--- src/rtl/instr_sequencer.sv ---
// Two-phase (FETCH/EXEC) instruction sequencer driving an external ALU and
// register file from a 9-bit instruction stream read combinationally at pc.
module instr_sequencer #(
    parameter int unsigned PC_W = 8
) (
    input  logic            clk,
    input  logic            reset_n,
    input  logic            start,
    input  logic [PC_W-1:0] start_addr,
    input  logic [8:0]      instr,
    output logic [PC_W-1:0] pc,
    output logic [3:0]      alu_op,
    output logic            alu_flag_in,
    input  logic            alu_flag,
    output logic [3:0]      rf_raddr_b,
    output logic            rf_we,
    output logic [3:0]      rf_waddr,
    output logic [1:0]      rf_wsel,
    output logic [7:0]      imm,
    output logic            busy,
    output logic            done
);

    typedef enum logic [1:0] {
        IDLE,
        FETCH,
        EXEC
    } state_t;

    state_t          state;
    state_t          state_next;
    logic [8:0]      ir;
    logic [8:0]      ir_next;
    logic            flag_q;
    logic            flag_next;
    logic [PC_W-1:0] pc_next;
    logic [PC_W-1:0] br_off;

    // Branch offset is a signed 7-bit field, sign-extended to the pc width.
    assign br_off      = PC_W'($signed(ir[6:0]));
    assign busy        = (state != IDLE);
    assign alu_flag_in = flag_q;

    // State, pc, instruction and flag registers with synchronous reset.
    always_ff @(posedge clk) begin
        if (!reset_n) begin
            state  <= IDLE;
            pc     <= '0;
            ir     <= '0;
            flag_q <= 1'b0;
        end else begin
            state  <= state_next;
            pc     <= pc_next;
            ir     <= ir_next;
            flag_q <= flag_next;
        end
    end

    // Next-state sequencing and instruction decode during EXEC.
    always_comb begin
        state_next = state;
        pc_next    = pc;
        ir_next    = ir;
        flag_next  = flag_q;
        alu_op     = '0;
        rf_raddr_b = '0;
        rf_we      = 1'b0;
        rf_waddr   = '0;
        rf_wsel    = '0;
        imm        = '0;
        done       = 1'b0;
        case (state)
            IDLE: begin
                if (start) begin
                    pc_next    = start_addr;
                    flag_next  = 1'b0;
                    state_next = FETCH;
                end
            end
            FETCH: begin
                ir_next    = instr;
                state_next = EXEC;
            end
            EXEC: begin
                state_next = FETCH;
                pc_next    = pc + PC_W'(1);
                if (!ir[8]) begin
                    // ALU-type: operand A is r0, result returns to r0.
                    alu_op     = ir[7:4];
                    rf_raddr_b = ir[3:0];
                    rf_we      = !((ir[7:4] == 4'd5) || (ir[7:4] == 4'd8));
                    flag_next  = alu_flag;
                end else if (!ir[7]) begin
                    if (flag_q) begin
                        pc_next = pc + br_off;
                    end
                end else begin
                    case (ir[6:5])
                        2'b00: begin
                            rf_we   = 1'b1;
                            rf_wsel = 2'd1;
                            imm     = {3'b000, ir[4:0]};
                        end
                        2'b01: begin
                            rf_we    = 1'b1;
                            rf_waddr = ir[3:0];
                            rf_wsel  = 2'd2;
                        end
                        2'b10: begin
                            done       = 1'b1;
                            pc_next    = pc;
                            state_next = IDLE;
                        end
                        default: begin
                        end
                    endcase
                end
            end
            default: begin
                state_next = IDLE;
            end
        endcase
    end

endmodule

--- config.mk ---
export PLATFORM = sky130hd
export DESIGN_NAME = instr_sequencer
export DESIGN_NICKNAME = d
export VERILOG_FILES = /design/src/rtl/instr_sequencer.sv
export SDC_FILE = /design/constraint.sdc
export NUM_CORES = 1
export LEC_CHECK = 0
export BUFFER_PORTS_ARGS = -buffer_cell sky130_fd_sc_hd__clkbuf_2
export CORE_ASPECT_RATIO = 1.25
export CORE_MARGIN = 1
export CORE_UTILIZATION = 35
export CTS_BUF_LIST = sky130_fd_sc_hd__clkbuf_8 sky130_fd_sc_hd__clkbuf_16
export CTS_CLUSTER_DIAMETER = 100
export DETAILED_ROUTE_END_ITERATION = 8
export HOLD_SLACK_MARGIN = 0.12
export PLACE_DENSITY_LB_ADDON = 0.12
export SYNTH_ARGS = -nofsm -noshare
export SYNTH_HDL_FRONTEND = slang
export SYNTH_SLANG_ARGS = --single-unit
--- constraint.sdc ---
create_clock -name clk -period 2.3 [get_ports clk]
set_input_delay 0.46 -clock clk [delete_from_list [all_inputs] [get_ports clk]]
set_output_delay 0.46 -clock clk [all_outputs]
set_load 0.05 [all_outputs]
==> impl_metrics.tcl, run 1 <==
set metrics [dict create \
    outcome "finished, final reports clean" \
    vias_per_cell 5.123 \
    crit_family "simple AND/OR/NAND/NOR gates" \
    maxSlewViolCount 0 \
    cts_made_buffers 3 \
    peakVddDrop_v 0.0002629 \
    clock_tree.buffer_depth 2 \
    crit_path_start_kind "flop" \
    ys.flop_type "dfxtp_1" \
    final-hold-violation-count 0 \
    pre_cts_ws_ps 168.0 \
    hold_depth 3 \
    clk_pin_slew_ps 80 \
    drt_wl_total_um 4487 \
    synth_area_um2 1574 \
    worst_ep_arrival_time_ps 1750 \
    rsz0062_at_grt "false" \
    worst_pin_slew_ps 597.3 \
    yosys.cell_types.count 47 \
    endpoint_kind "output pin" \
    postSynthCellCount 213 \
    routabilityCongestion 0.8307 \
    postSynthAreaPerCell_um2 7.390 \
    final.min_clock_period_ps 2213 \
    fin_nets 300 \
    htree_levels 1 \
    fp-row-count 26 \
    p_per_area_nw_per_um2 456.3 \
    yosysWarnings 0 \
    fin_skew_ps 3.815 \
    hold_ws_ps 410.0 \
    antenna_cells 0 \
    crit_fanout 7 \
    relSlewSlack_pct 60.18 \
    cp.buffers_inverters 1 \
    ctsRootBufferMaster "clkbuf_8" \
    grt_pass1_vias 1556 \
    portBuffers 51 \
    finalSetupViolations 0 \
    slowest_delay_ps 380 \
    die_width_um 61.98 \
    grt_pass1_wl_um 7279 \
    total_power_mw 0.9186 \
    grt_max_degree 17 \
    met2WireLength_um 2270 \
    groute.usage.overall_pct 20.09 \
    worstRegToRegCells 8 \
    core_area_um2 4197 \
    antenna_found_initial 0 \
    clock_latency_ps 260 \
    drive_gt1_share_pct 32.46 \
    ys_ff_latch 20 \
    cts.sinks 20 \
    postCtsSetupBuffers 0 \
    initial_utilization_pct 37.51 \
    p_leak_nw 0.9268 \
    ys_seq_area_share_pct 25.44 \
    path_cells "or2b_1, nor3b_4, and2_2, clkbuf_2" \
    cap_violations 0 \
    post-route-period-util_pct 96.23 \
    setup_slack_ps 86.77 \
    overflow 0 \
    synth_edf_count 0 \
    cts_tree "yes" \
    dp_hpwl_um 3539 \
    worstSetupPathType "flop to output pin" \
    final_area_um2 2013 \
    drt_iter0_drc 62 \
    wl_per_cell_um 13.85 \
    top_layer "met4" \
    worstHoldPathType "input pin to flop" \
    final_util_pct 47.97 \
    cp.depth 4 \
    syn2layout_area_growth_pct 27.90 \
    place_area_um2 1966 \
    cp_slowest_cell "or2b_1" \
    drtAntennaViolNets 0 \
    vias 1660 \
    met3WireLength_um 176 \
    pin_count 55 \
    chipHeight_um 76.98 \
    fmax_mhz 451.8 \
    async_flop_share_pct 0 \
    required_ps 1840 \
    die_area_um2 4771 \
    drcViolationCount 0 \
    wl_met1_um 1983 \
    first_pass_iters 4 \
]
-- Yosys cell counts (3+ instances only) --
library cell	n	area, µm²
o21ai_0	15	75.07
ha_1	8	100.1
clkbuf_1	4	15.01
inv_1	4	15.01
xnor2_1	5	43.79
nand3_1	4	20.02
nor3_1	7	35.03
and3_1	4	25.02
buf_4	5	37.54
buf_2	5	25.02
nand2_1	31	116.4
a211oi_1	7	52.55
a31oi_1	3	18.77
dfxtp_1	20	400.4
nor2_1	11	41.29
nand2b_1	4	25.02
mux2_2	3	33.78
nor2b_1	3	18.77
o211ai_1	5	37.54
a21oi_1	20	100.1
and2_1	15	93.84
-- layout make-up --
| type | count | area [µm²] |
|---|---|---|
| Multi-Input combinational cell | 175 | 1121 |
| Fill cell | 432 | 2183 |
| Sequential cell | 20 | 401.6 |
| Inverter | 5 | 18.77 |
| Clock buffer | 3 | 41.29 |
| Timing Repair Buffer | 65 | 360.3 |
| Tap cell | 56 | 70.07 |
-- power by group --
group	switching, mW	total (mW)	internal (mW)
logic	0.182	0.283	0.101
clock network	0.121	0.238	0.117
registers	0.0280	0.397	0.369
total	0.331	0.919	0.587
-- stage by stage --
stage	TNS, ps	cells
after global placement	0	321
after detailed placement	0	321
after floorplan	-77.76	215
after CTS	0	324
final	0	324
after global routing	0	324
-- metal layers --
metal,GRT usage [%],vias to the layer above
met5,0,-
met2,34.04,39
met3,3.373,6
met4,4.889,0
met1,25.41,757
li1,-,858
-- flip-flops by register name (all words and copies together), names as in the netlist --
| name | flops |
|---|---|
| state | 2 |
| pc | 8 |
| ir | 9 |
| alu_flag_in | 1 |
-- final timing paths --
path / slack [ps] / start / to
hold reg to reg: 490 / ir[1] / ir[1]
setup reg to reg: 190 / pc[0] / pc[6]
setup / recovery: 90 / state[1] / imm[0]
hold / removal: 410 / instr[4] / ir[4]
-- logic make-up (layout without fill, tap and decap cells) --
family | after synthesis | count (layout) | synth area share [%]
adders and majority gates | 9 | 9 | 7.631
AOI/OAI and AO/OA | 60 | 60 | 23.45
other | 1 | 3 | 0.2382
buffers and inverters | 20 | 73 | 6.438
xor gates and xnor gates | 6 | 6 | 3.339
muxes | 4 | 4 | 2.782
DFF | 20 | 20 | 25.44
and+or+nand+nor | 93 | 93 | 30.68
-- placed cells by master (no fill, tap or decap), drive strengths merged, types with 3 or more instances in the layout --
cell	synthesis	layout
o211ai	5	5
nor4	3	3
nand2	31	31
xnor2	5	5
nand3	4	4
dfxtp	20	20
mux2	3	3
a211oi	7	7
buf	10	14
conb	1	3
a31oi	3	3
o21ai	15	15
clkbuf	5	54
nor2b	3	3
a21oi	20	20
and2	16	16
nor2	12	12
and3	4	4
nor3	7	7
nand2b	4	4
inv	4	4
ha	8	8
-- worst reg2reg max path: cells and delay by family, from the launching register on --
family          cells  cell delay [ps]
fa+ha+maj           2              610
compound gates      3              410
flops               1              390
mux                 1              350
simple gates        1              190
buf+inv             1               60
-- timing repair --
| action | in CTS | in global routing |
|---|---|---|
| setup endpoints to repair | 0 | 5 |
| hold buffers | 0 | 0 |
| resized for setup | 0 | 2 |
Note: power is estimated with default switching activity, not from simulation.
==> run 2: changes to the inputs <==
- CORE_UTILIZATION: 35 -> 50
==> impl_metrics.tcl, run 2 (same netlist as run 1, synthesis figures left out) <==
set metrics [dict create \
    outcome "finished, final reports clean" \
    crit_fanout 10 \
    relSlewSlack_pct 62.44 \
    die_width_um 52.19 \
    chipHeight_um 64.73 \
    drt_iter0_drc 48 \
    largest_reg_flops 9 \
    first_pass_iters 4 \
    clock_tree.buffer_depth 2 \
    antenna_cells 0 \
    endpoint_kind "output pin" \
    worst_pin_slew_ps 563.4 \
    final_util_pct 66.79 \
    fillers 284 \
    fin_nets 297 \
    wl_per_cell_um 13.93 \
    cts.sinks 20 \
    drive_gt1_share_pct 32.71 \
    final_cell_mix "49 x clkbuf_2, 31 x nand2_1, 20 x a21oi_1" \
    initial_utilization_pct 52.95 \
    overflow 0 \
    total_power_mw 0.9529 \
    largest_register "ir" \
    cts_tree "yes" \
    syn2layout_area_growth_pct 26.15 \
    peakVddDrop_v 0.0003021 \
    core_area_um2 2973 \
    reg_top3 "ir x9, pc x8, state x2" \
    maxSlewViolCount 0 \
    required_ps 1840 \
    grt_max_degree 17 \
    htree_levels 1 \
    drcViolationCount 0 \
    grt_pass1_vias 1458 \
    final_common_cell "clkbuf_2" \
    fmax_mhz 458.0 \
    regArea_um2 402.9 \
    drt_wl_total_um 4207 \
    fin_skew_ps 4.225 \
    clk_pin_slew_ps 80 \
    fp-row-count 22 \
    worst_ep_arrival_time_ps 1720 \
    holdBufCountCts 0 \
    routabilityCongestion 0.9085 \
    worstHoldPathType "input pin to flop" \
    cap_violations 0 \
    rsz0062_at_grt "false" \
    die_area_um2 3378 \
    drtAntennaViolNets 0 \
    portBuffers 51 \
    crit_path_start_kind "flop" \
    antenna_found_initial 0 \
    final.min_clock_period_ps 2183 \
    grt_pass1_wl_um 6955 \
    clock_latency_ps 260 \
    multi_input_area_um2 1124 \
    cts_made_buffers 3 \
    vias 1660 \
    p_leak_nw 0.9234 \
    groute.usage.overall_pct 27.46 \
    dp_hpwl_um 3203 \
    p_per_area_nw_per_um2 479.9 \
    vias_per_cell 5.497 \
    post-route-period-util_pct 94.93 \
    worstSetupPathType "flop to output pin" \
    final-hold-violation-count 0 \
    ctsRootBufferMaster "clkbuf_8" \
    finalSetupViolations 0 \
    hold_ws_ps 407.4 \
    pin_count 55 \
]
==> run 2: worst paths after layout <==
path,from,to,slack [ps],cells after the start
worst min-delay path,instr[7],ir[7],410,3
worst max-delay path,state[0],imm[1],120,4
worst min register to register,ir[0],ir[0],510,2
worst max register to register,pc[0],pc[6],150,8
==> run 2: final cells by class <==
| class | count | area share, % |
|---|---|---|
| Sequential cell | 20 | 20.29 |
| Tap cell | 36 | 2.268 |
| Inverter | 5 | 0.9452 |
| Multi-Input combinational cell | 175 | 56.58 |
| Timing Repair Buffer | 62 | 17.14 |
| Clock buffer | 4 | 2.773 |
==> run 2: worst max-delay path: stages, from the launching register on <==
cell and delay, ps:
dfxtp_1 370, or2b_4 350, nor3b_4 290, and2_2 180, clkbuf_2 270
==> run 2: per-stage QoR <==
| step | setup WS [ps] | setup TNS (ps) | instances | instance area (µm²) |
|---|---|---|---|---|
| final | 116.7 | 0 | 302 | 1986 |
| after global placement | 216.6 | 0 | 298 | 1918 |
| after CTS | 2.634 | 0 | 302 | 1979 |
| after detailed placement | 181.5 | 0 | 298 | 1918 |
| after global routing | 22.05 | 0 | 302 | 1986 |
| after floorplan | -77.76 | -77.76 | 215 | 1618 |
==> run 2: what timing repair did <==
action,in CTS,in global routing
setup endpoints to repair,12,16
buffers inserted,0,0
resized for setup,3,4
==> run 2: where the power goes <==
part | total [mW] | internal [mW] | switching [mW]
clock | 0.277 | 0.153 | 0.125
sequential | 0.402 | 0.369 | 0.0328
combinational | 0.273 | 0.0985 | 0.175
total | 0.953 | 0.621 | 0.332
==> run 2: metal layers <==
metal  share of wire [%]  global-route usage, %  vias to the layer above
met5                   0                      0                        -
met4                 1.1                  10.20                        0
met3                 3.0                  3.521                        5
met2                  50                  45.99                       34
met1                  45                  35.15                      772
li1                    -                      -                      849
